--- src/rtl/serial_deser_pkg.sv ---
// rtl/serial_deser_pkg.sv - shared types and frame-format constants for serial_deser
// Frame length depends on SERIAL_DESER_PARITY_EN (adds one even-parity bit per byte).
package serial_deser_pkg;

    typedef enum logic {
        HUNT = 1'b0,
        LOCK = 1'b1
    } state_t;

    localparam logic [7:0] SYNC_WORD_DEFAULT = 8'hA5;
    localparam int DATA_BITS = 8;
`ifdef SERIAL_DESER_PARITY_EN
    localparam int PARITY_BITS = 1;
`else
    localparam int PARITY_BITS = 0;
`endif
    localparam int FRAME_BITS = DATA_BITS + PARITY_BITS;
    localparam int CNT_W      = 4;

endpackage

--- src/rtl/serial_deser.sv ---
// rtl/serial_deser.sv - sync-word hunting serial-to-byte deserializer
// Optional even parity per byte selected by SERIAL_DESER_PARITY_EN.
module serial_deser
    import serial_deser_pkg::*;
#(
    parameter logic [7:0] SYNC_WORD = SYNC_WORD_DEFAULT
) (
    input  logic       clk,
    input  logic       rst,
    input  logic       d_in,
    input  logic       bit_en,
    input  logic       flush,
    output logic [7:0] data_out,
    output logic       data_valid,
    output logic       sync_found,
    output logic       locked,
    output logic [7:0] frame_cnt,
    output logic       parity_err
);

    localparam int             DW       = FRAME_BITS - 1;
    localparam logic [CNT_W-1:0] LAST_BIT = CNT_W'(FRAME_BITS - 1);
    localparam logic [CNT_W-1:0] FILL_MAX = CNT_W'(8);

    state_t           state;
    // Only the last seven hunt bits need storage; the incoming bit completes the window.
    logic [6:0]       shreg;
    logic [CNT_W-1:0] fill_cnt;
    logic [CNT_W-1:0] bit_cnt;
    logic [DW-1:0]    dreg;

    logic [7:0] hunt_window;
    logic [7:0] byte_next;
    logic       par_bad;
    logic       last_bit;

    assign hunt_window = {shreg, d_in};
    assign last_bit    = (bit_cnt == LAST_BIT);

`ifdef SERIAL_DESER_PARITY_EN
    assign byte_next = dreg;
    assign par_bad   = ^{dreg, d_in};
`else
    assign byte_next = {dreg, d_in};
    assign par_bad   = 1'b0;
`endif

    always_ff @(posedge clk or negedge rst) begin
        if (!rst) begin
            state      <= HUNT;
            shreg      <= '0;
            fill_cnt   <= '0;
            bit_cnt    <= '0;
            dreg       <= '0;
            data_out   <= 8'h00;
            data_valid <= 1'b0;
            sync_found <= 1'b0;
            locked     <= 1'b0;
            frame_cnt  <= 8'h00;
            parity_err <= 1'b0;
        end else begin
            data_valid <= 1'b0;
            sync_found <= 1'b0;
            parity_err <= 1'b0;
            if (flush) begin
                state    <= HUNT;
                locked   <= 1'b0;
                shreg    <= '0;
                fill_cnt <= '0;
                bit_cnt  <= '0;
                dreg     <= '0;
            end else if (bit_en) begin
                if (state == HUNT) begin
                    shreg <= hunt_window[6:0];
                    if (fill_cnt < FILL_MAX) begin
                        fill_cnt <= fill_cnt + CNT_W'(1);
                    end
                    // fill_cnt >= 7 means this bit is at least the eighth since entering HUNT.
                    if ((fill_cnt >= CNT_W'(7)) && (hunt_window == SYNC_WORD)) begin
                        state      <= LOCK;
                        locked     <= 1'b1;
                        sync_found <= 1'b1;
                        bit_cnt    <= '0;
                    end
                end else begin
                    dreg <= {dreg[DW-2:0], d_in};
                    if (last_bit) begin
                        bit_cnt    <= '0;
                        data_out   <= byte_next;
                        data_valid <= 1'b1;
                        frame_cnt  <= frame_cnt + 8'd1;
                        if (par_bad) begin
                            parity_err <= 1'b1;
                            state      <= HUNT;
                            locked     <= 1'b0;
                            shreg      <= '0;
                            fill_cnt   <= '0;
                        end
                    end else begin
                        bit_cnt <= bit_cnt + CNT_W'(1);
                    end
                end
            end
        end
    end

endmodule

--- config.mk ---
export PLATFORM = sky130hd
export DESIGN_NAME = serial_deser
export DESIGN_NICKNAME = d
export VERILOG_FILES = /design/src/rtl/serial_deser_pkg.sv /design/src/rtl/serial_deser.sv
export SDC_FILE = /design/constraint.sdc
export NUM_CORES = 1
export LEC_CHECK = 0
export CAP_MARGIN = 20
export CORE_UTILIZATION = 55
export CTS_CLUSTER_DIAMETER = 80
export CTS_CLUSTER_SIZE = 14
export DETAILED_ROUTE_END_ITERATION = 8
export PLACE_DENSITY_LB_ADDON = 0.12
export REMOVE_ABC_BUFFERS = 1
export SLEW_MARGIN = 30
export SYNTH_ARGS = -nofsm -noshare
export SYNTH_HDL_FRONTEND = slang
export SYNTH_SLANG_ARGS = --single-unit
--- constraint.sdc ---
create_clock -name clk -period 3.2 [get_ports clk]
set_input_delay 0.48 -clock clk [delete_from_list [all_inputs] [get_ports clk]]
set_output_delay 0.48 -clock clk [all_outputs]
set_load 0.03 [all_outputs]
; After elaboration in Yosys (flattened, before gate mapping)
; Index checks and enable logic that the tools add are counted.
[word_totals]
register_bits = 42
latchBits = 0
ram_bits = 0
rom_bits = 0
input_bits = 5
out_inout_bits = 20
wordCells = 61
mem_count = 0
[classes]
add_sub_neg = 3
mul = 0
n_div = 0
order_cmp = 2
n_eq_ne = 3
shift = 0
n_mux = 30
bitwise = 1
reduce_logical = 12
[ops]
columns = cell, n
row1 = 2-to-1 mux 7 bit, 6
row2 = 2-to-1 mux 4 bit, 9
row3 = 2-to-1 mux 1 bit, 15
row4 = adder 4 x 1 -> 4 bit (second input constant), 2
row5 = adder 8 x 1 -> 8 bit (second input constant), 1
row6 = == test 8 bit (second input constant), 1
row7 = nonzero test 2 bit, 4
row8 = AND reduction 2 bit, 3
row9 = AND reduction 3 bit, 2
row10 = == test 4 x 3 -> 1 bit (second input constant), 1
row11 = >= comparator 4 x 3 -> 1 bit (second input constant), 1
row12 = less-than comparator 4 bit (second input constant), 1
row13 = AND reduction 4 bit, 1
row14 = nonzero test 3 bit, 1
row15 = inequality test 2 bit (second input constant), 1
row16 = logical AND 1 bit, 1
row17 = NOT 1 bit, 1

; Depth between registers and ports, before layout
; Gate-level depths: netlist of the first run.
[logic_depth]
depth_word = 6
depth_mapped = 6
ltp_nobuf = 6

; Worst setup path after synthesis of the first run
; Ideal clock, no wire load.
[synth_path]
path_type = in2reg
from = input flush
to = register data_out[7]
setup_time_ns = 0.125
arrival_time_ns = 1.467
required_time_ns = 3.075
path_slack_ns = 1.608
cell_stages = 4
n_path_buf = 1
path_cell_list = clkbuf_1 > or3_4 > clkinv_1 > mux2_2
[synth_between]
elab_chain_len = 2
[synth_lines]
columns = element, line_no
row1 = from (decl), serial_deser.sv:12  ; input logic flush,
row2 = NOT 1 bit (no line), n/a
row3 = AND reduction 4 bit (no line), n/a
row4 = to (signal assigned), serial_deser.sv:89  ; data_out <= byte_next;
row5 = to (decl), serial_deser.sv:13  ; output logic [7:0] data_out,
; No other way between the ends.
; A chain may end at the register's enable or synchronous reset.

; Worst setup path after layout of the first run
[layout_path]
from = input bit_en
to = register data_out[7]
[layout_between]
elab_chain_len = 1
[layout_lines]
columns = element, line_no
row1 = from (decl), serial_deser.sv:11  ; input logic bit_en,
row2 = AND reduction 4 bit (no line), n/a
; No other way between the ends.

==> key figures, run 1 <==
Outcome
  – Outcome: completed

Setup path
  – Critical path capture point type: flop
  – CP endpoint: data_out[7]
  – Crit Path Class: input pin to flop
  – Worst EP arrival: 2.20 ns
  – FF-to-FF path depth: 5
  – Critical-path cell list: clkdlybuf4s50_1 > nand2_4 > or3_4 > clkinv_1 > mux2_2
  – Worst Setup SP: bit_en
  – Reg-to-Reg Start: bit_cnt[0]
  – Crit start category: input pin
  – Slowest CP cell: clkdlybuf4s50_1
  – Data required, critical path: 3.43 ns
  – Crit Path Max Fanout: 11
  – R2R Path End: data_out[7]
  – Flop2flop setup slack: 1.35 ns
  – Critical Path Max Stage Delay: 0.64 ns

Clocking
  – Clock Latency Late Sink: 0.34 ns
  – Longest Clk Path Bufs: 2
  – Reg clk slew, reported paths: 0.12 ns
  – Post-CTS resize count: 0
  – Total CTS buffers: 5
  – Root Driver: clkbuf_4
  – Post-CTS setup buffers: 0
  – CTS tree: done
  – Hold bufs inserted after CTS: 0
  – Clock sink total: 42
  – # H-tree levels: 2

Die
  – Die span in x: 59.5 um
  – Rows: 20
  – I/O Pins: 25
  – Initial Utilization: 0.586
  – Vert. Die Dim: 59.5 um
  – Core area: 3100 um2
  – Die area: 3540 um2

STA
  – RSZ-0062 raised after global routing: no
  – Max-slew violations: 0
  – Final setup viols: 0
  – Worst slew pin tran: 0.654 ns
  – Period Utilization, post-route: 0.614
  – Clock Skew: 0.00526 ns
  – Worst slew margin: 0.563
  – Final-report hold violation count: 0
  – Min cycle time layout: 1.96 ns
  – Setup TNS: 0 ns
  – FMAX: 0.509 GHz

Detailed routing
  – Residual DRC: 0
  – TritonRoute pass-1 iters: 4
  – Vias/cell: 5.39
  – Vias: 1,289
  – DRT iter0 DRCs: 36
  – Final wirelength: 3.16 mm
  – Post-DRT Antenna Nets: 0
  – Wirelength per Cell: 13.2 um

Logic synthesis
  – Synth Warn #: 0
  – Gate Count Post-Synth: 171
  – Synth Area per Inst: 10.6 um2
  – Yosys reg bits: 42
  – Sequential area share after synthesis: 0.578
  – Top cells by area in the synthesized netlist: dfrtp_1, nand2_1, mux2_2, a21oi_1, xnor2_1
  – Most frequent cells after synthesis: dfrtp_1, nand2_1, a21oi_1, mux2_2, nor2_1
  – Most frequent cell after synthesis: dfrtp_1
  – Syn Std Cell Area: 1820 um2
  – Cell taking the most area after synthesis: dfrtp_1
  – Number of distinct library cells after synthesis: 31
  – FFs w/ async S/R, synth: 1.00
  – Post-synth top flop: dfrtp_1
  – Synth top area share: 0.578
  – EDFF count, synth: 0

Placed design
  – Dpl cells: 231
  – Post-DP HPWL: 2.23 mm
  – Routability-driven placement congestion ratio: 0.724
  – # port buffers: 23

Cells and area
  – Finished Layout Cells: 239
  – Filler cells: 265
  – Fraction of layout instances using a drive strength above 1: 0.108
  – N_diodes: 0
  – Final Util: 0.690
  – Nets: 202
  – P&R area growth vs syn: 17.8%

Power
  – Clk pwr share: 0.360
  – Logic pwr share: 0.042
  – P_sw: 0.188 mW
  – Int Power: 0.711 mW
  – Switching share of power: 0.209
  – Lkg Pwr: 0.986 nW
  – Part of the power in registers: 0.598
  – Max rail drop VDD: 0.000301 V
  – Overall power: 0.899 mW
  – Power Dens Cells: 420 nW/um2

Min path
  – Hold Path Class: input pin to async pin

GRT
  – Total global routing overflow: 0
  – Largest net degree at the start of global routing: 43
  – Total track usage: 0.212
  – Vias in the first global route: 1,249
  – Initial antenna violation count: 0
  – First-pass GRT wire length: 5.48 mm

Run
  – Maxcap violations: 0
worst min path at each step:
stage	start	to	cells past startpoint
global placement	frame_cnt[7]	frame_cnt[7]	1
detailed placement	frame_cnt[7]	frame_cnt[7]	1
floorplan	rst	bit_cnt[0]	0
global route	rst	data_out[5]	1
CTS	rst	data_out[1]	1
finish	rst	data_out[4]	1
layer usage:
metal | vias up | share of wire | global-route usage
met2 | 28 | 0.51 | 0.348
li1 | 620 | - | -
met1 | 633 | 0.44 | 0.270
met5 | - | 0 | 0
met3 | 8 | 0.031 | 0.0415
met4 | 0 | 0.017 | 0.0997
flip-flops by register name, summed over array words and instances, names as in the netlist:
register	flops
data_valid	1
fill_cnt	4
dreg	7
bit_cnt	4
locked	1
frame_cnt	8
data_out	8
sync_found	1
state	1
shreg	7
area by class of cell:
class / count / area (um2) / share of cell area
flip-flops and latches: 42 / 1050 / 0.491
clock buffers: 7 / 45.0 / 0.0210
multi-input cells: 118 / 713 / 0.333
well taps: 44 / 55.1 / 0.0257
clock inverters: 1 / 30.0 / 0.0140
repair buffers: 24 / 235 / 0.110
inverters: 3 / 11.3 / 0.00526
cells in the final DEF (no fill, tap or decap), types with 2 or more instances in the layout:
master and instances:
ha_1 3, dfrtp_1 42, nor4bb_1 2, clkbuf_1 2, a21oi_1 21, nand3b_1 2
mux2_2 10, nand4_1 2, clkdlybuf4s50_1 22, nand2_1 38, buf_4 2, o21ai_0 5
and2_1 2, nor2_1 9, xnor2_1 6, clkbuf_4 5, and3_1 2, nand3_1 2
xor2_1 3, inv_1 2, nor3b_1 2
power groups by stage:
stage	combinational (mW)	clock, mW	sequential (mW)
after floorplan	0.0129	0	0.547
after global placement	0.0366	0	0.547
after detailed placement	0.0379	0	0.548
after CTS	0.0380	0.330	0.538
after global routing	0.0423	0.349	0.539
final	0.0374	0.324	0.538
critical path: cells and delay by family:
kind,cells,cell delay [ns]
and+or+nand+nor,2,0.57
muxes,1,0.34
buffers and inverters,2,0.80
stage by stage:
stage | hold WS (ns) | instance area, um2 | setup slack [ns]
after CTS | 0.289 | 2140 | 1.24
after global routing | 0.133 | 2140 | 1.19
after detailed placement | 0.470 | 2060 | 0.868
final | 0.0917 | 2140 | 1.24
after global placement | 0.461 | 2060 | 0.909
after floorplan | 0.184 | 1780 | 1.52
cell families after synthesis:
kind of cell / after synthesis / synth area share
compound gates: 30 / 0.0881
xor+xnor: 9 / 0.0434
fa+ha+maj: 3 / 0.0206
buf+inv: 11 / 0.0296
flops: 42 / 0.578
mux: 10 / 0.0619
other cells: 1 / 0.00206
simple gates: 65 / 0.176
No activity file was read; power rests on OpenSTA's default activity.
==> run 2: changes to the inputs <==
- CORE_UTILIZATION: 55 -> 48
- clock period: 3.2 -> 1.8 ns (I/O delays scaled with it)
==> key figures, run 2 (synthesis gave the netlist of run 1 again) <==
Setup path
  – Crit Path Class: flop to flop
  – Worst Setup SP: bit_cnt[0]
  – Worst EP arrival: 1.89 ns (-0.31 ns)
  – CP endpoint: data_out[7]
  – Critical-path cell list: ha_4 > nand3b_1 > or3_4 > clkinvlp_4 > mux2_2
  – Critical Path Max Stage Delay: 0.42 ns (-0.22 ns)
  – Critical path capture point type: flop
  – CP bufs+invs: 1 (-1)
  – Flop2flop setup slack: 0.08 ns (-1.27 ns)
  – Reg-to-Reg Start: bit_cnt[0]
  – FF-to-FF path depth: 5 (unchanged)
  – Crit Path Max Fanout: 7 (-4)
  – CP Depth: 5 (unchanged)
  – Crit start category: flop
  – Top Family by Delay on Critical Path: simple AND/OR/NAND/NOR gates
  – Slowest CP cell: dfrtp_1
  – R2R Path End: data_out[7]
  – Data required, critical path: 1.98 ns (-1.45 ns)

Cells and area
  – Fraction of layout instances using a drive strength above 1: 0.164 (+0.0566)
  – Multi-input logic area: 726 um2 (+1.8%)
  – Largest regs: data_out (8), frame_cnt (8)
  – N_diodes: 0 (unchanged)
  – Register area: 1050 um2 (unchanged)
  – Commonest cells after routing, fill and taps aside: dfrtp_1, nand2_1, clkdlybuf4s50_1
  – Nets: 214 (+5.9%)
  – Most common library cell in the layout ignoring fill and taps: dfrtp_1
  – Filler cells: 274 (+3.4%)
  – Finished Layout Cells: 253 (+5.9%)
  – P&R area growth vs syn: 25.5%
  – Design area: 2280 um2 (+6.5%)

Die
  – Initial Utilization: 0.524 (-0.0617)
  – Core area: 3470 um2 (+12%)
  – Die span in x: 63.5 um (+6.8%)
  – Die area: 4040 um2 (+14%)
  – Rows: 21 (+5.0%)
  – I/O Pins: 25 (unchanged)
  – Vert. Die Dim: 63.5 um (+6.8%)

Detailed routing
  – Post-DRT Antenna Nets: 0 (unchanged)
  – Wirelength per Cell: 13.1 um (-0.50%)
  – TritonRoute pass-1 iters: 4 (unchanged)
  – DRT iter0 DRCs: 53 (+47%)
  – Final wirelength: 3.32 mm (+5.3%)
  – Vias: 1,314 (+1.9%)
  – Vias/cell: 5.19 (-3.7%)
  – Residual DRC: 0 (unchanged)

Clocking
  – CTS tree: done
  – Clock Latency Late Sink: 0.29 ns (-0.05 ns)
  – # H-tree levels: 2 (unchanged)
  – Root Driver: clkbuf_8
  – Total CTS buffers: 5 (unchanged)
  – Clock sink total: 42 (unchanged)
  – Longest Clk Path Bufs: 2 (unchanged)
  – Reg clk slew, reported paths: 0.07 ns (-0.05 ns)

Power
  – Max rail drop VDD: 0.000581 V (+93%)
  – Lkg Pwr: 1.05 nW (+6.4%)
  – Power Dens Cells: 764 nW/um2 (+82%)
  – Overall power: 1.74 mW (+94%)

STA
  – Final setup viols: 0 (unchanged)
  – Max-slew violations: 0 (unchanged)
  – RSZ-0062 raised after global routing: no
  – Period Utilization, post-route: 0.954
  – FMAX: 0.583 GHz
  – Min cycle time layout: 1.72 ns
  – Clock Skew: 0.00277 ns (-0.00249 ns)
  – Worst slew pin tran: 0.523 ns (-0.131 ns)
  – Setup TNS: 0 ns (unchanged)
  – Final-report hold violation count: 0 (unchanged)
  – Worst slew margin: 0.651 (+0.0889)

Placed design
  – Dpl cells: 243 (+5.2%)
  – Post-DP HPWL: 2.44 mm (+9.6%)
  – # port buffers: 23 (unchanged)
  – Routability-driven placement congestion ratio: 0.774 (+6.9%)
  – DP Area: 2140 um2 (+3.8%)

GRT
  – First-pass GRT wire length: 5.85 mm (+6.8%)
  – Initial antenna violation count: 0 (unchanged)
  – Total track usage: 0.190 (-0.0222)
  – Largest net degree at the start of global routing: 26 (-40%)
  – Vias in the first global route: 1,287 (+3.0%)
  – Total global routing overflow: 0 (unchanged)

Run
  – Maxcap violations: 0 (unchanged)

Outcome
  – Outcome: completed

Min path
  – Hold Path Class: flop to flop
run 2: worst min-delay path by stage:
| stage | startpoint | to | cells after the start |
|---|---|---|---|
| after global placement | rst | data_out[5] | 1 |
| after global routing | frame_cnt[7] | frame_cnt[7] | 1 |
| after floorplan | rst | bit_cnt[0] | 0 |
| after CTS | frame_cnt[7] | frame_cnt[7] | 1 |
| final | frame_cnt[7] | frame_cnt[7] | 1 |
| after detailed placement | rst | data_out[5] | 1 |
run 2: report_power, final:
group	switching, mW	internal, mW
Clock	0.295	0.415
Combinational	0.0493	0.0278
Sequential	0.00620	0.950
Total	0.351	1.39
run 2: area by class of cell:
class                   count  area share
flip-flops and latches     42       0.461
clock buffers               7      0.0335
well taps                  46      0.0252
clock inverters             1      0.0132
inverters                   3     0.00658
multi-input cells         118       0.318
repair buffers             36       0.143
run 2: layer usage:
layer / wire length [um] / share of wire / up-vias / global-route usage
li1: - / - / 641 / -
met1: 1470 / 0.44 / 646 / 0.235
met2: 1690 / 0.51 / 20 / 0.319
met3: 113 / 0.034 / 7 / 0.0489
met4: 46 / 0.014 / 0 / 0.0653
met5: 0 / 0 / - / 0
run 2: timing repair:
| action | 4_1_cts | 5_1_grt |
|---|---|---|
| endpoints found under the hold margin | 21 | 0 |
| gates resized for setup | 0 | 3 |
| endpoints found under the setup margin | 0 | 3 |
| buffers inserted | 0 | 1 |
| hold buffers | 1 | 0 |
run 2: stage by stage:
stage	setup slack, ns	hold WS [ns]	util
2_1_floorplan	0.117	-0.0256	-
5_1_grt	0.0132	0.491	0.658
3_3_place_gp	-0.0113	0.270	0.617
6_report	0.0837	0.465	0.658
3_5_place_dp	-0.0446	0.272	0.617
4_1_cts	0.0315	0.470	0.651
run 2: worst reg2reg max path: stages, from the launching register on:
cell and delay, ns:
dfrtp_1 0.42, ha_4 0.17, nand3b_1 0.11, or3_4 0.41
clkinvlp_4 0.14, mux2_2 0.34
==> variant 1: new RTL, settings of run 2 <==
Register the output `frame_cnt` once more, with the module's reset; this adds one clock of latency there. The other outputs are not delayed to match.
--- a/src/rtl/serial_deser.sv
+++ b/src/rtl/serial_deser.sv
@@ -23,2 +23,4 @@
     localparam logic [CNT_W-1:0] FILL_MAX = CNT_W'(8);
+
+    logic [7:0] frame_cnt_s0;
 
@@ -58,3 +60,3 @@
             locked     <= 1'b0;
-            frame_cnt  <= 8'h00;
+            frame_cnt_s0 <= 8'h00;
             parity_err <= 1'b0;
@@ -90,3 +92,3 @@
                         data_valid <= 1'b1;
-                        frame_cnt  <= frame_cnt + 8'd1;
+                        frame_cnt_s0 <= frame_cnt_s0 + 8'd1;
                         if (par_bad) begin
@@ -106,2 +108,10 @@
 
+    always_ff @(posedge clk or negedge rst) begin
+        if (!rst) begin
+            frame_cnt <= '0;
+        end else begin
+            frame_cnt <= frame_cnt_s0;
+        end
+    end
+
 endmodule
Function: no difference found for any inputs over 10 cycles, from zero or initial values and one cycle with rst low; that may be too few to reach the edited logic, so the function may still have changed.
==> variant 1 against run 2 <==
  * Largest cell class unchanged
  * Maximum frequency grew 3.9%
  * First-iteration DRC count up 85%
  * Final area up 9.2%
  * Sequential cell count up 8
  * Area after synthesis is 12% higher
  * Non-clock buffer count did not move
  * Routed wire length grew 7.2%
  * Total power rose by 14%
  * Critical path depth is 1 lower
  * Count of clock-buffer cells in the layout is 2 lower
  * Setup slack improved by 0.065 ns
==> variant 1: results (changes against run 2) <==
Post-synth top cells -> dfrtp_1 (50), nand2_1 (35), a21oi_1 (18)
critical path's largest stage delay -> 0.56 ns (+0.14 ns)
register area share after synthesis -> 61.39% (+3.6 points)
Met3 Wirelength -> 158 um (+40%)
worst slack at placement -> 0.07957 ns (+0.1242 ns)
crit path to -> bit_cnt[0]
Max-slew headroom -> 66.27% (+1.1 points)
Endpoint, Worst Hold -> frame_cnt[7]
Worst R2R End -> bit_cnt[0]
r2r startpoint -> shreg[3]
HP Class -> flip-flop to flip-flop
largest net degree at the start of global routing -> 30 (+15%)
Post-Place Cells -> 250 (+2.9%)
hold-critical path depth -> 0 (-1)
first-pass GRT wire length -> 6.099 mm (+4.2%)
cell family with most CP delay -> simple AND/OR/NAND/NOR gates
Filler Cell Count -> 337 (+23%)
Tcrit/Tclk final -> 91.75% (-3.6 points)
fin cells -> 259 (+2.4%)
routed length on met1 -> 1.643 mm (+11%)
worst hold slack -> 0.4167 ns (-0.04824 ns)
outcome -> finished clean
share of post-route cells with drive strength above 1 -> 17.22% (+0.80 points)
vias per cell -> 5.386 (+3.7%)
GRT met3 Usage -> 5.743% (+0.85 points)
Initial DRC Count -> 98 (+85%)
WL met2 -> 1.692 mm (+0.24%)
Routed Wire Length -> 3.562 mm (+7.2%)
Syn. warnings -> 0 (unchanged)
min-delay src -> frame_cnt_s0[7]
Global Route met2 Usage -> 29.13% (-2.8 points)
Worst R2R Setup Slack -> 0.15 ns (+0.06 ns)
P_leak -> 0.001167 uW (+11%)
Area contributors post-synth -> dfrtp_1 (61%), nand2_1 (6.4%), mux2_2 (5.0%), a21oi_1 (4.4%), xnor2_1 (3.0%)
NetSw -> 409.7 uW (+17%)
crit path from -> shreg[3]
Total GRT Usage -> 18.51% (-0.47 points)
post-synthesis cell count -> 173 (+1.2%)
Yosys cell types -> 36 (+16%)
met1 Usage GRT -> 23.52% (+0.043 points)
skew final -> 0.002801 ns (+0.00002684 ns)
placed wire-length estimate -> 2.596 mm (+6.2%)
Slowest cell on crit path -> or4b_4
power share of the clock group -> 38.2% (-2.5 points)
area of placed instances -> 0.002372 mm2 (+11%)
Nets -> 216 (+0.93%)
VDD IR max -> 0.5112 mV (-12%)
Arr. time, crit path -> 1.84 ns (-0.05 ns)
antenna violations before repair -> 0 (unchanged)
Top Registers -> data_out (8), frame_cnt (8), frame_cnt_s0 (8)
clock latency on the worst-skew pair -> 0.29 ns (about the same)
CP Max Fanout -> 4 (-3)
GP Congestion -> 0.8349 (+7.9%)
## variant 1: changes by cell type in the layout (fill, tap and decap cells not counted), sizes merged, moves of 3 or more
cell | before | now
dfrtp | 42 | 50
o21ai | 5 | 2
nor2 | 9 | 3
o2bb2ai | 0 | 3
nor3 | 1 | 4
nor2b | 0 | 3
a21oi | 21 | 18
nand2 | 39 | 36
## variant 1: cells by family (layout without fill, tap and decap cells)
group           Yosys count  in the layout  synth area share, %
flops                    50             50                61.39
compound gates           28             28                8.104
mux                       9              9                4.973
simple gates             63             63                16.51
buf+inv                  10             46                3.131
xor+xnor                  9              9                3.868
fa+ha+maj                 3              3                1.842
other cells               1              1               0.1840
## variant 1: final cells by class
cell class | instances | area, um2 | share of cell area, %
clock inverter | 3 | 40.04 | 1.607
inverter | 2 | 7.507 | 0.3014
tap | 50 | 62.56 | 2.511
clock buffer | 5 | 68.82 | 2.762
sequential | 50 | 1251 | 50.23
multi-input combinational | 113 | 723.2 | 29.03
timing repair buffer | 36 | 337.8 | 13.56
==> variant 2: new RTL, settings of run 2 <==
Without the edit above. Build with the macro `SERIAL_DESER_PARITY_EN` defined.
--- a/src/rtl/serial_deser_pkg.sv
+++ b/src/rtl/serial_deser_pkg.sv
@@ -2,2 +2,4 @@
 // Frame length depends on SERIAL_DESER_PARITY_EN (adds one even-parity bit per byte).
+`define SERIAL_DESER_PARITY_EN
+
 package serial_deser_pkg;
Formal check against the unedited RTL: no difference found for any inputs over 10 cycles, from zero or initial values and one cycle with rst low; that may be too few to reach the edited logic, so the function may still have changed.
==> variant 2 against run 2 <==
  * Cell count rose by 29%
  * Largest cell class is now multi-input gates
  * Routed wire length is 45% higher
  * Final area up 28%
  * Area after synthesis increased by 23%
  * Critical path type unchanged
  * Total power is 10% higher
  * Sequential cell count up 2
  * Setup slack got worse by 0.046 ns
  * Count of clock-buffer cells in the layout is 1 lower
==> variant 2: results (changes against run 2) <==
Worst R2R End -> state
Clock Sinks -> 44 (+4.8%)
CTS clk-pin slew, worst paths -> 0.09 ns (+0.02 ns)
Area contributors post-synth -> dfrtp_1 (49%), a21oi_1 (5.6%), nand2_1 (5.5%), mux2_2 (4.5%), nand2b_1 (3.4%)
XOR/XNOR share of the synthesized area -> 6.425% (+2.1 points)
Slew @ Worst Pin -> 0.5679 ns (+0.04516 ns)
multi-input gates -> 163 (+38%)
Yosys cell types -> 44 (+42%)
nonclk buf count -> 55 (+53%)
VDD IR max -> 0.5120 mV (-12%)
P_leak -> 0.001266 uW (+21%)
Worst R2R Setup Slack -> 0.04 ns (-0.05 ns)
Vias -> 1801 (+37%)
vias in the first global route -> 1691 (+31%)
Synth Area in Compound Gates -> 13.13% (+4.3 points)
Finished Cell Area -> 0.002918 mm2 (+28%)
Initial DRC Count -> 123 (+130%)
post-synthesis cell count -> 223 (+30%)
outcome -> finished clean
Seq power -> 1000 uW (+5%)
Routed Wire Length -> 4.822 mm (+45%)
area of placed instances -> 0.002676 mm2 (+25%)
Total GRT Usage -> 20.06% (+1.1 points)
Post-Place Cells -> 312 (+28%)
non-clk buf share -> 16.17% (+1.9 points)
CP Max Fanout -> 5 (-2)
Arr. time, crit path -> 1.94 ns (+0.05 ns)
Non-clk invs -> 4 (+1)
skew final -> 0.002446 ns (-0.0003277 ns)
IO buf count -> 24 (+4.3%)
sequential share of cell area -> 37.74% (-8.3 points)
GP Congestion -> 0.7590 (-1.9%)
-- variant 2: cell types whose count changed after synthesis, moves of 3 or more --
cell,delta
a21oi_1,+4
nand2_1,-5
nand2b_1,+12
nand3_1,+8
nand3b_1,+6
nor2_1,-7
o21ai_0,+6
o32ai_1,+3
or3_1,+3
-- variant 2: critical path: cells and delay by family, from the launching register on --
kind	cells	cell delay, ns
AO/OA/AOI/OAI	1	0.12
adder cells (fa/ha/maj)	1	0.13
AND/OR/NAND/NOR	2	0.68
buffers and inverters	1	0.08
flip-flops	1	0.41
multiplexers	1	0.21
-- variant 2: layer usage --
metal  track usage (%)  part of all wire [%]  vias up
li1                  -                     -      886
met1             27.21                    48      878
met2             32.80                    49       33
met3             4.618                   2.9        4
met4             4.222                  0.58        0
met5                 0                     0        -
-- variant 2: cell families after synthesis --
group / after synthesis
simple gates: 85
compound gates: 50
flops: 44
buf+inv: 16
xor+xnor: 13
mux: 11
fa+ha+maj: 4
